--- src/rtl/rv32i_types_pkg.sv ---
// Scalar RV32I base types shared by the integer and vector pipelines.
package rv32i_types_pkg;

    localparam int XLEN = 32;

    typedef logic [XLEN-1:0] word_t;

endpackage : rv32i_types_pkg

--- src/rtl/rv32v_types_pkg.sv ---
// Vector-unit types: lane/vl sizing, element width encoding, writeback sequencer state.
package rv32v_types_pkg;

    localparam int NUM_LANES = 2;
    localparam int VL_WIDTH  = 5;

    // Element index inside a vector register group; vl itself needs one more bit.
    typedef logic [VL_WIDTH-1:0] offset_t;
    typedef logic [VL_WIDTH:0]   vl_t;

    typedef enum logic [1:0] {
        SEW32 = 2'd0,
        SEW16 = 2'd1,
        SEW8  = 2'd2
    } sew_t;

    typedef enum logic [1:0] {
        IDLE = 2'd0,
        RUN  = 2'd1,
        DONE = 2'd2
    } wb_state_t;

endpackage : rv32v_types_pkg

--- src/rtl/rv32v_wb_sequencer.sv ---
// Vector writeback sequencer: turns a (vd, sew, vl) descriptor plus a stream of result beats
// into registered register-file writes. Optional RV32V_WB_TAIL_ZERO_EN zeroes lanes past vl.
module rv32v_wb_sequencer
    import rv32i_types_pkg::word_t;
    import rv32v_types_pkg::sew_t;
    import rv32v_types_pkg::offset_t;
    import rv32v_types_pkg::wb_state_t;
    import rv32v_types_pkg::IDLE;
    import rv32v_types_pkg::RUN;
    import rv32v_types_pkg::DONE;
    import rv32v_types_pkg::SEW32;
#(
    parameter int NUM_LANES = rv32v_types_pkg::NUM_LANES,
    parameter int VL_WIDTH  = rv32v_types_pkg::VL_WIDTH
) (
    input  logic                        CLK,
    input  logic                        RST,

    input  logic                        start_valid,
    output logic                        start_ready,
    input  logic [4:0]                  start_vd,
    input  sew_t                        start_sew,
    input  logic [VL_WIDTH:0]           start_vl,

    input  logic                        res_valid,
    output logic                        res_ready,
    input  word_t [NUM_LANES-1:0]       res_data,

    input  logic                        flush,

    output word_t [NUM_LANES-1:0]       wb_w_data,
    output logic [4:0]                  wb_vd,
    output logic                        wb_wen,
    output offset_t                     wb_vd_offset,
    output sew_t                        wb_sew,
    output logic [VL_WIDTH:0]           wb_vl,

    output logic                        busy,
    output logic                        done
);

    // Two extra bits so offset + NUM_LANES can never wrap before comparing against vl.
    localparam int CW = VL_WIDTH + 2;

    wb_state_t             state_q;
    wb_state_t             state_d;
    offset_t               offset_q;
    logic                  start_hs;
    logic                  res_hs;
    logic                  last_beat;
    logic [CW-1:0]         next_off_ext;
    word_t [NUM_LANES-1:0] lane_data;

    assign start_hs     = start_valid && start_ready;
    assign res_hs       = res_valid && res_ready;
    assign next_off_ext = CW'(offset_q) + CW'(NUM_LANES);
    assign last_beat    = next_off_ext >= CW'(wb_vl);

    // NOTE: state register uses non-blocking assignment; all decode lives in the always_comb below.
    always_ff @(posedge CLK or posedge RST) begin
        if (RST) begin
            state_q <= IDLE;
        end else begin
            state_q <= state_d;
        end
    end

    // NOTE: every output of this block gets a default first, so no path can infer a latch.
    always_comb begin
        state_d     = state_q;
        start_ready = 1'b0;
        res_ready   = 1'b0;
        done        = 1'b0;
        busy        = (state_q != IDLE);
        case (state_q)
            IDLE: begin
                start_ready = 1'b1;
                if (start_valid) begin
                    state_d = (start_vl == '0) ? DONE : RUN;
                end
            end
            RUN: begin
                res_ready = 1'b1;
                if (res_valid && last_beat) begin
                    state_d = DONE;
                end
            end
            DONE: begin
                done    = 1'b1;
                state_d = IDLE;
            end
            default: state_d = IDLE;
        endcase
        // Abort wins over any handshake seen in the same cycle.
        if (flush) begin
            state_d = IDLE;
        end
    end

    always_comb begin
        lane_data = res_data;
`ifdef RV32V_WB_TAIL_ZERO_EN
        for (int i = 0; i < NUM_LANES; i++) begin
            if (CW'(offset_q) + CW'(i) >= CW'(wb_vl)) begin
                lane_data[i] = '0;
            end
        end
`endif
    end

    // Descriptor registers double as the RF-facing wb_vd/wb_sew/wb_vl and keep their value in IDLE.
    always_ff @(posedge CLK or posedge RST) begin
        if (RST) begin
            wb_wen       <= 1'b0;
            wb_w_data    <= '0;
            wb_vd        <= '0;
            wb_vd_offset <= '0;
            wb_sew       <= SEW32;
            wb_vl        <= '0;
            offset_q     <= '0;
        end else begin
            wb_wen <= res_hs && !flush;
            if (start_hs && !flush) begin
                wb_vd    <= start_vd;
                wb_sew   <= start_sew;
                wb_vl    <= start_vl;
                offset_q <= '0;
            end
            if (res_hs && !flush) begin
                wb_w_data    <= lane_data;
                wb_vd_offset <= offset_q;
                offset_q     <= offset_q + offset_t'(NUM_LANES);
            end
        end
    end

endmodule : rv32v_wb_sequencer

--- config.mk ---
export PLATFORM = sky130hd
export DESIGN_NAME = rv32v_wb_sequencer
export DESIGN_NICKNAME = d
export VERILOG_FILES = /design/src/rtl/rv32i_types_pkg.sv /design/src/rtl/rv32v_types_pkg.sv /design/src/rtl/rv32v_wb_sequencer.sv
export SDC_FILE = /design/constraint.sdc
export NUM_CORES = 1
export LEC_CHECK = 0
export BUFFER_PORTS_ARGS = -buffer_cell sky130_fd_sc_hd__buf_4
export CAP_MARGIN = 20
export CELL_PAD_IN_SITES_DETAIL_PLACEMENT = 1
export CELL_PAD_IN_SITES_GLOBAL_PLACEMENT = 1
export CORE_MARGIN = 8
export CORE_UTILIZATION = 38
export CTS_BUF_LIST = sky130_fd_sc_hd__clkbuf_4 sky130_fd_sc_hd__clkbuf_8
export DETAILED_ROUTE_END_ITERATION = 8
export GPL_ROUTABILITY_DRIVEN = 0
export PLACE_DENSITY_LB_ADDON = 0.1
export SLEW_MARGIN = 20
export SYNTH_ARGS = -nofsm -noshare
export SYNTH_HDL_FRONTEND = slang
export SYNTH_SLANG_ARGS = --single-unit
--- constraint.sdc ---
create_clock -name CLK -period 4 [get_ports CLK]
set_input_delay 0.8 -clock CLK [delete_from_list [all_inputs] [get_ports CLK]]
set_output_delay 0.8 -clock CLK [all_outputs]
set_load 0.02 [all_outputs]
# ---- Word-level counts from Yosys, hierarchy flattened
# Index checks and enable logic that the tools add are counted.
dict set report totals {
  out_inout_bits 87
  ff_bits 90
  in_bits 82
  wordCells 37
}
dict set report classes {
  add_sub_neg 2
  order_cmp 1
  n_eq_ne 4
  muxes 10
  reduce_logical 11
}
# cell n
set op_table {}
lappend op_table {{2-to-1 mux 5 bit} 2}
lappend op_table {{2-to-1 mux 2 bit} 4}
lappend op_table {{adder 5 x 2 -> 6 bit (second input constant)} 1}
lappend op_table {{greater-or-equal comparator 6 bit} 1}
lappend op_table {{logical NOT 6 bit} 1}
lappend op_table {{!= test 3 bit (second input constant)} 2}
lappend op_table {{adder 5 x 2 -> 5 bit (second input constant)} 1}
lappend op_table {{logical AND 1 bit} 5}
lappend op_table {{case mux 2 bit (2 select lines)} 1}
lappend op_table {{nonzero test 2 bit} 2}
lappend op_table {{2-to-1 mux 1 bit} 3}
lappend op_table {{equality test 2 x 1 -> 1 bit (second input constant)} 1}
lappend op_table {{equality test 2 bit (second input constant)} 1}
lappend op_table {{logical NOT 2 bit} 1}
lappend op_table {{AND reduction 2 bit} 1}
lappend op_table {{logical NOT 1 bit} 1}

# ---- Depth between registers and ports, before layout
# Gate-level depths: netlist (run 1).
dict set report depth {
  word_depth 6
  ltp_mapped 7
  ltp_nobuf 7
}

# ---- Least setup slack after synthesis (run 1)
# OpenSTA, ideal clock, no wires.
dict set report synth_path {
  path_type {in2reg}
  start {input flush}
  end {register wb_vd_offset[1]}
  path_stages 4
  arrival_time_ps 1719
  path_slack_ps 2156
  required_ps 3875
  setup_time_ps 125
  n_path_buf 2
  path_cell_list {and4bb_1 > buf_6 > buf_6 > mux2_4}
}
dict set report synth_via {
  elab_chain_cells 2
}
# item line_no
set synth_rtl {}
lappend synth_rtl {{from (decl)} rv32v_wb_sequencer.sv:29} ;# input logic flush,
lappend synth_rtl {{logical NOT 1 bit} rv32v_wb_sequencer.sv:129} ;# if (res_hs && !flush) begin
lappend synth_rtl {{logical AND 1 bit} rv32v_wb_sequencer.sv:129}
lappend synth_rtl {{to (signal assigned)} rv32v_wb_sequencer.sv:131} ;# wb_vd_offset <= offset_q;
lappend synth_rtl {{to (decl)} rv32v_wb_sequencer.sv:34} ;# output offset_t wb_vd_offset,
# No other way between the ends.
# A chain may end at the register's enable or synchronous reset.

# ---- Worst setup path after layout (run 1)
dict set report layout_path {
  start {input flush}
  end {register wb_w_data[53] (netlist bit)}
}
dict set report layout_via {
  elab_chain_cells 2
}
# item line_no
set layout_rtl {}
lappend layout_rtl {{logical NOT 1 bit} rv32v_wb_sequencer.sv:129}
lappend layout_rtl {{logical AND 1 bit} rv32v_wb_sequencer.sv:129}
lappend layout_rtl {{to (signal assigned)} rv32v_wb_sequencer.sv:130} ;# wb_w_data <= lane_data;
lappend layout_rtl {{to (decl)} rv32v_wb_sequencer.sv:31} ;# output word_t [NUM_LANES-1:0] wb_w_data,
# No other way between the ends.

==> results of run 1 <==
==> final cells by class <==
| type | count | share of cell area, % |
|---|---|---|
| clock inverter | 3 | 1.29 |
| timing repair buffer | 172 | 24.9 |
| inverter | 10 | 0.813 |
| tap | 129 | 3.09 |
| clock buffer | 12 | 2.80 |
| multi-input combinational | 125 | 25.0 |
| sequential | 88 | 42.1 |
==> routing by layer <==
metal	routed length (um)	GRT usage, %
met1	4180	19.3
met2	4780	24.8
met3	895	6.44
met4	169	4.80
met5	0	0
==> critical path: stages <==
cell	delay (ns)
buf_4	0.12
and4bb_4	0.85
buf_4	0.32
mux2_2	0.35
==> registers in the layout, indices dropped and copies added, names as in the netlist <==
| register | cells |
|---|---|
| offset_q | 4 |
| state_q | 2 |
| wb_sew | 2 |
| wb_vd | 5 |
| wb_vd_offset | 4 |
| wb_vl | 6 |
| wb_w_data | 64 |
| wb_wen | 1 |
==> cell usage in the layout, fill, tap and decap left out, types with 2 or more instances in the layout <==
cell type  netlist  final
clkbuf_8         0      9
bufinv_16        0      2
o31ai_1          2      2
mux2_1           4      4
mux2_4          30     30
dfrtp_1         88     88
mux2_2          43     43
nand2_1          7      7
inv_1           10      9
buf_4            1    171
o21ai_0          8      8
clkbuf_4         0      3
nand3_1          2      2
nor2_1           5      5
nand4_1          2      2
a22o_1           2      2
ha_1             6      6
nor2b_1          3      3
==> cell usage after synthesis <==
cell,n
nor2_1,5
nand2b_1,1
o31ai_1,2
inv_1,10
nand3_1,2
clkbuf_1,1
buf_6,5
nand4_1,2
mux2_2,43
xnor2_1,1
nor4b_2,1
mux2_1,4
or2_2,1
a211oi_1,1
buf_2,4
ha_1,6
a32o_1,1
a22o_1,2
nand2_1,7
and3_1,1
and4bb_1,1
buf_4,1
a21oi_1,1
o21ai_0,8
conb_1,1
mux2_4,30
nor2b_1,3
dfrtp_1,88
xor2_1,1
==> metrics by stage <==
step / hold WS [ns] / setup slack, ns / std cells / instance area, sq um / power [mW]
2_1_floorplan: 0.514 / 0.921 / 234 / 3630 / 2.37
3_3_place_gp: 0.473 / 1.41 / 524 / 5010 / 3.13
5_1_grt: 0.524 / 1.64 / 539 / 5230 / 4.03
3_5_place_dp: 0.487 / 1.37 / 524 / 5020 / 3.18
4_1_cts: 0.508 / 1.73 / 539 / 5230 / 3.86
6_report: 0.501 / 1.73 / 539 / 5230 / 3.80
==> kinds of logic (layout without fill, tap and decap cells) <==
kind of cell / after synthesis / in the layout / synth area share [%]
flip-flops: 88 / 88 / 60.6
multiplexers: 77 / 77 / 27.0
AND/OR/NAND/NOR: 24 / 24 / 3.65
buffers and inverters: 21 / 197 / 3.45
AO/OA/AOI/OAI: 15 / 15 / 2.62
adder cells (fa/ha/maj): 6 / 6 / 2.07
XOR/XNOR: 2 / 2 / 0.483
other: 1 / 1 / 0.103
==> power by group through the flow <==
stage | sequential [mW] | combinational (mW) | clock (mW)
global placement | 1.45 | 1.67 | 0
global route | 1.50 | 1.79 | 0.733
finish | 1.45 | 1.68 | 0.671
floorplan | 1.87 | 0.494 | 0
CTS | 1.45 | 1.72 | 0.696
detailed placement | 1.47 | 1.71 | 0
==> final timing paths <==
path,start,end,slack (ns)
setup / recovery,flush,wb_w_data[53],1.73
hold / removal,wb_w_data[16],wb_w_data[16],0.50
setup reg to reg,state_q[1],wb_w_data[53],1.88
hold reg to reg,wb_w_data[16],wb_w_data[16],0.50
max in group asynchronous,RST,wb_vd_offset[1],2.87
min in group asynchronous,RST,wb_w_data[57],0.51
==> qor.yml, run 1 <==
clk_pin_slew_ns: 0.09
worstPathMaxFanout: 46
grtUsageTotal_pct: 15.8
port_buffers: 167
antenna_found_initial: 0
ant_nets: 0
ioPinCount: 169
clkPwrFrac_pct: 17.7
syn_inst: 234
pwr-share-seq_pct: 38.1
maxSlewHeadroom_pct: 41.6
fin_skew_ns: 0.0124
maxSlewViolCount: 0
period_minus_slack_ns: 2.27
ys_seq_elements: 88
switching_share_pct: 35.1
row_count: 35
num_antenna_cells: 0
dr.pass1.iters: 3
num_vias: 2523
cts_hold_buf: 0
reg2reg_depth: 3
cts_max_level: 3
setup_violations: 0
max_freq_mhz: 441
cts-root-buf: "clkbuf_8"
postCtsSetupBuffers: 0
wl_per_cell_um: 18.6
seqCellArea_sq_mm: 0.00220
p_leak_nw: 2.59
yosysTopAreaCell: "dfrtp_1"
cts_buffers: 9
die_x_um: 114
dp_hpwl_mm: 7.76
cts_max_path_buffers: 2
cp-end-kind: "flop"
first_iter_violations: 102
intPower_mw: 2.47
syn_nets: 322
finalHoldViolations: 0
p_switching_mw: 1.33
hp-class: "reg2reg"
power_density_mw_per_mm2: 727
status: "completed"
drv_cap: 0
fp.dieArea_sq_mm: 0.0129
fin_util_pct: 56.6
synthToLayoutAreaGrowth_pct: 44.1
syn_avg_cell_area_sq_um: 15.5
ys_seq_area_share_pct: 60.6
start_util_pct: 39.3
cp.required_ns: 4.21
critPathLaunchType: "input pin"
tightest_slew_ns: 0.874
yosys.area.top_type_share_pct: 60.6
p_comb_share_pct: 44.3
vias_per_cell: 4.68
coreArea_sq_mm: 0.00924
min_path_cells: 1
die-height_um: 114
synth_area_leaders: "dfrtp_1, mux2_2, mux2_4, ha_1, buf_6"
post-route-period-util_pct: 56.8
vdd_drop_max_v: 0.000363
grt_pass1_vias: 2869
cts-resized-gates: 0
synth_cell_type_count: 29
nFillCells: 953
clkLatencyLatePin_ns: 0.34
synth.cell_area_sq_mm: 0.00363
grt_overflow: 0
num-nets-final: 494
grt_pass1_wl_mm: 16.1
critical_path_class: "in2reg"
totalWireLength_mm: 10.0
cts_tree: "yes"
drive_gt1_share_pct: 64.4
rsz0062_at_grt: "no"
setup_tns_ns: 0
arrival_ns: 2.48
multi_input_area_sq_mm: 0.00131
ys_warn_count: 0
cts.sinks: 88
grt_max_degree: 64
drcViolationCount: 0
(Power assumes the default switching activity.)
==> run 2, diff against run 1 <==
- CORE_UTILIZATION: 38 -> 34
- clock period: 4 -> 1.85 ns (I/O delays scaled with it)
==> qor.yml, run 2 (same netlist as run 1, synthesis figures left out) <==
met1Wirelength_mm: 4.17  # was 4.18 mm
cts_hold_buf: 0  # unchanged
largest-register: "wb_w_data"  # unchanged
totalWireLength_mm: 9.94  # was 10.0 mm
fin_skew_ns: 0.0131  # was 0.0124 ns
clkLatencyLatePin_ns: 0.35  # was 0.34 ns
nFillCells: 1110  # was 953
mostFrequentLayoutCell: "buf_4"  # unchanged
fin_area_sq_mm: 0.00534  # was 0.00523 sq mm
ioPinCount: 169  # unchanged
cpPeakStageDelay_ns: 0.39  # was 0.85 ns
most-common-layout-cells: "buf_4, dfrtp_1, mux2_2"  # unchanged
first_iter_violations: 96  # was 102
cts.sinks: 88  # unchanged
cp.required_ns: 2.13  # was 4.21 ns
die_x_um: 119  # was 114 um
period_minus_slack_ns: 1.83
drcViolationCount: 0  # unchanged
intPower_mw: 5.40  # was 2.47 mW
maxSlewHeadroom_pct: 65.5  # was 41.6%
cts_buffers: 9  # unchanged
grt_pass1_vias: 2927  # was 2869
grtUsageTotal_pct: 14.4  # was 15.8%
grt_max_degree: 40  # was 64
post-route-period-util_pct: 99.1
reg_top3: "wb_w_data x64, wb_vl x6, wb_vd x5"  # unchanged
reg2reg_slack_ns: 0.02  # was 1.88 ns
cp-end-kind: "flop"  # unchanged
cts-root-buf: "clkbuf_8"  # unchanged
worstPathMaxFanout: 4  # was 46
critPathLaunchType: "flop"  # was input pin
cts_max_path_buffers: 2  # unchanged
rsz0062_at_grt: "yes"  # was no
p_leak_nw: 2.63  # was 2.59 nW
num-nets-final: 497  # was 494
highest_layer: "met4"  # unchanged
tightest_slew_ns: 0.516  # was 0.874 ns
finalHoldViolations: 0  # unchanged
pre_cts_slack_ns: -0.0444  # was 1.37 ns
grt_pass1_wl_mm: 16.3  # was 16.1 mm
ant_nets: 0  # unchanged
crit_chain: "ha_2 > xor2_1 > ha_1 > a211oi_2 > nor2_2 > o31ai_1 > a32o_1"  # was buf_4 > and4bb_4 > buf_4 > mux2_2
place_area_sq_mm: 0.00508  # was 0.00502 sq mm
grt_overflow: 0  # unchanged
pwr-share-seq_pct: 37.3  # was 38.1%
clkPwrFrac_pct: 18.1  # was 17.7%
dp_cells: 534  # was 524
max_freq_mhz: 546
critical_path_class: "reg2reg"  # was in2reg
clk_pin_slew_ns: 0.09  # about the same
cpMaxStageDelayCell: "dfrtp_1"  # was and4bb_4
p_total_mw: 8.31  # was 3.80 mW
wl_met2_mm: 4.66  # was 4.78 mm
path_delay_family: "compound AO/OA/AOI/OAI gates"  # was simple AND/OR/NAND/NOR gates
cts_max_level: 3  # unchanged
num_vias: 2526  # was 2523
hp-class: "in2async"  # was reg2reg
fin_util_pct: 51.5  # was 56.6%
switching_share_pct: 34.9  # was 35.1%
largest_reg_flops: 64  # unchanged
setup_tns_ns: 0  # unchanged
antenna_found_initial: 0  # unchanged
row_count: 37  # was 35
p_comb_share_pct: 44.6  # was 44.3%
drive_gt1_share_pct: 66.2  # was 64.4%
arrival_ns: 2.11  # was 2.48 ns
wl_per_cell_um: 18.1  # was 18.6 um
path_buf_inv: 0  # was 2
fp.dieArea_sq_mm: 0.0142  # was 0.0129 sq mm
maxSlewViolCount: 0  # unchanged
fin_ws_ns: 0.0169  # was 1.73 ns
drv_cap: 0  # unchanged
cts_tree: "yes"  # unchanged
p_switching_mw: 2.90  # was 1.33 mW
num_antenna_cells: 0  # unchanged
dp_hpwl_mm: 7.59  # was 7.76 mm
status: "completed"  # unchanged
setup_violations: 0  # unchanged
coreArea_sq_mm: 0.0104  # was 0.00924 sq mm
start_util_pct: 35.0  # was 39.3%
finalNonFillerCells: 550  # was 539
die-height_um: 119  # was 114 um
dr.pass1.iters: 4  # was 3
postCtsSetupBuffers: 0  # unchanged
port_buffers: 167  # unchanged
vdd_drop_max_v: 0.000575  # was 0.000363 V
vias_per_cell: 4.59  # was 4.68
synthToLayoutAreaGrowth_pct: 47.0  # was 44.1%
power_density_mw_per_mm2: 1560  # was 727 mW/mm^2
dr_wl_met3_um: 940  # was 895 um
hold_ws_ns: 0.0565  # was 0.501 ns
==> run 2: routing by layer <==
metal | track usage [%] | vias up
met3 | 5.95 | 11
met4 | 5.62 | 0
met1 | 17.2 | 1253
li1 | - | 1158
met5 | 0 | -
met2 | 22.7 | 104
==> run 2: path summary, 6_finish.rpt <==
| path | from | to | depth (start not counted) |
|---|---|---|---|
| max in group asynchronous | RST | offset_q[3] | 3 |
| setup reg to reg | offset_q[1] | state_q[0] | 7 |
| hold / removal | RST | wb_w_data[15] | 2 |
| setup / recovery | offset_q[1] | state_q[0] | 7 |
| hold reg to reg | wb_w_data[13] | wb_w_data[13] | 1 |
| min in group CLK | res_data[14] | wb_w_data[14] | 2 |
==> run 2: worst register-to-register path, delay by kind of cell (launching register included) <==
family                   cells  cell delay, ns
AO/OA/AOI/OAI                3            0.61
XOR/XNOR                     1            0.15
AND/OR/NAND/NOR              1            0.08
adder cells (fa/ha/maj)      2            0.53
flip-flops                   1            0.39
==> run 2: repair_timing <==
action                     in CTS  in global routing
pin swaps                       2                  0
resized for setup               4                  2
gates cloned                    0                  0
setup endpoints to repair       2                  2
==> run 2: layout make-up <==
| cell class | instances | area (sq um) | share of cell area (%) |
|---|---|---|---|
| Clock buffer | 11 | 151 | 2.84 |
| Clock inverter | 5 | 78.8 | 1.48 |
| Inverter | 10 | 41.3 | 0.774 |
| Multi-Input combinational cell | 125 | 1330 | 24.9 |
| Sequential cell | 88 | 2200 | 41.3 |
| Tap cell | 136 | 170 | 3.19 |
| Timing Repair Buffer | 175 | 1360 | 25.6 |
==> run 2: power by group through the flow <==
stage	Sequential [mW]	Clock [mW]	Combinational (mW)
after floorplan	4.05	0	1.07
after global placement	3.10	0	3.70
after CTS	3.12	1.57	3.78
final	3.10	1.50	3.70
after detailed placement	3.14	0	3.74
after global routing	3.22	1.64	3.95
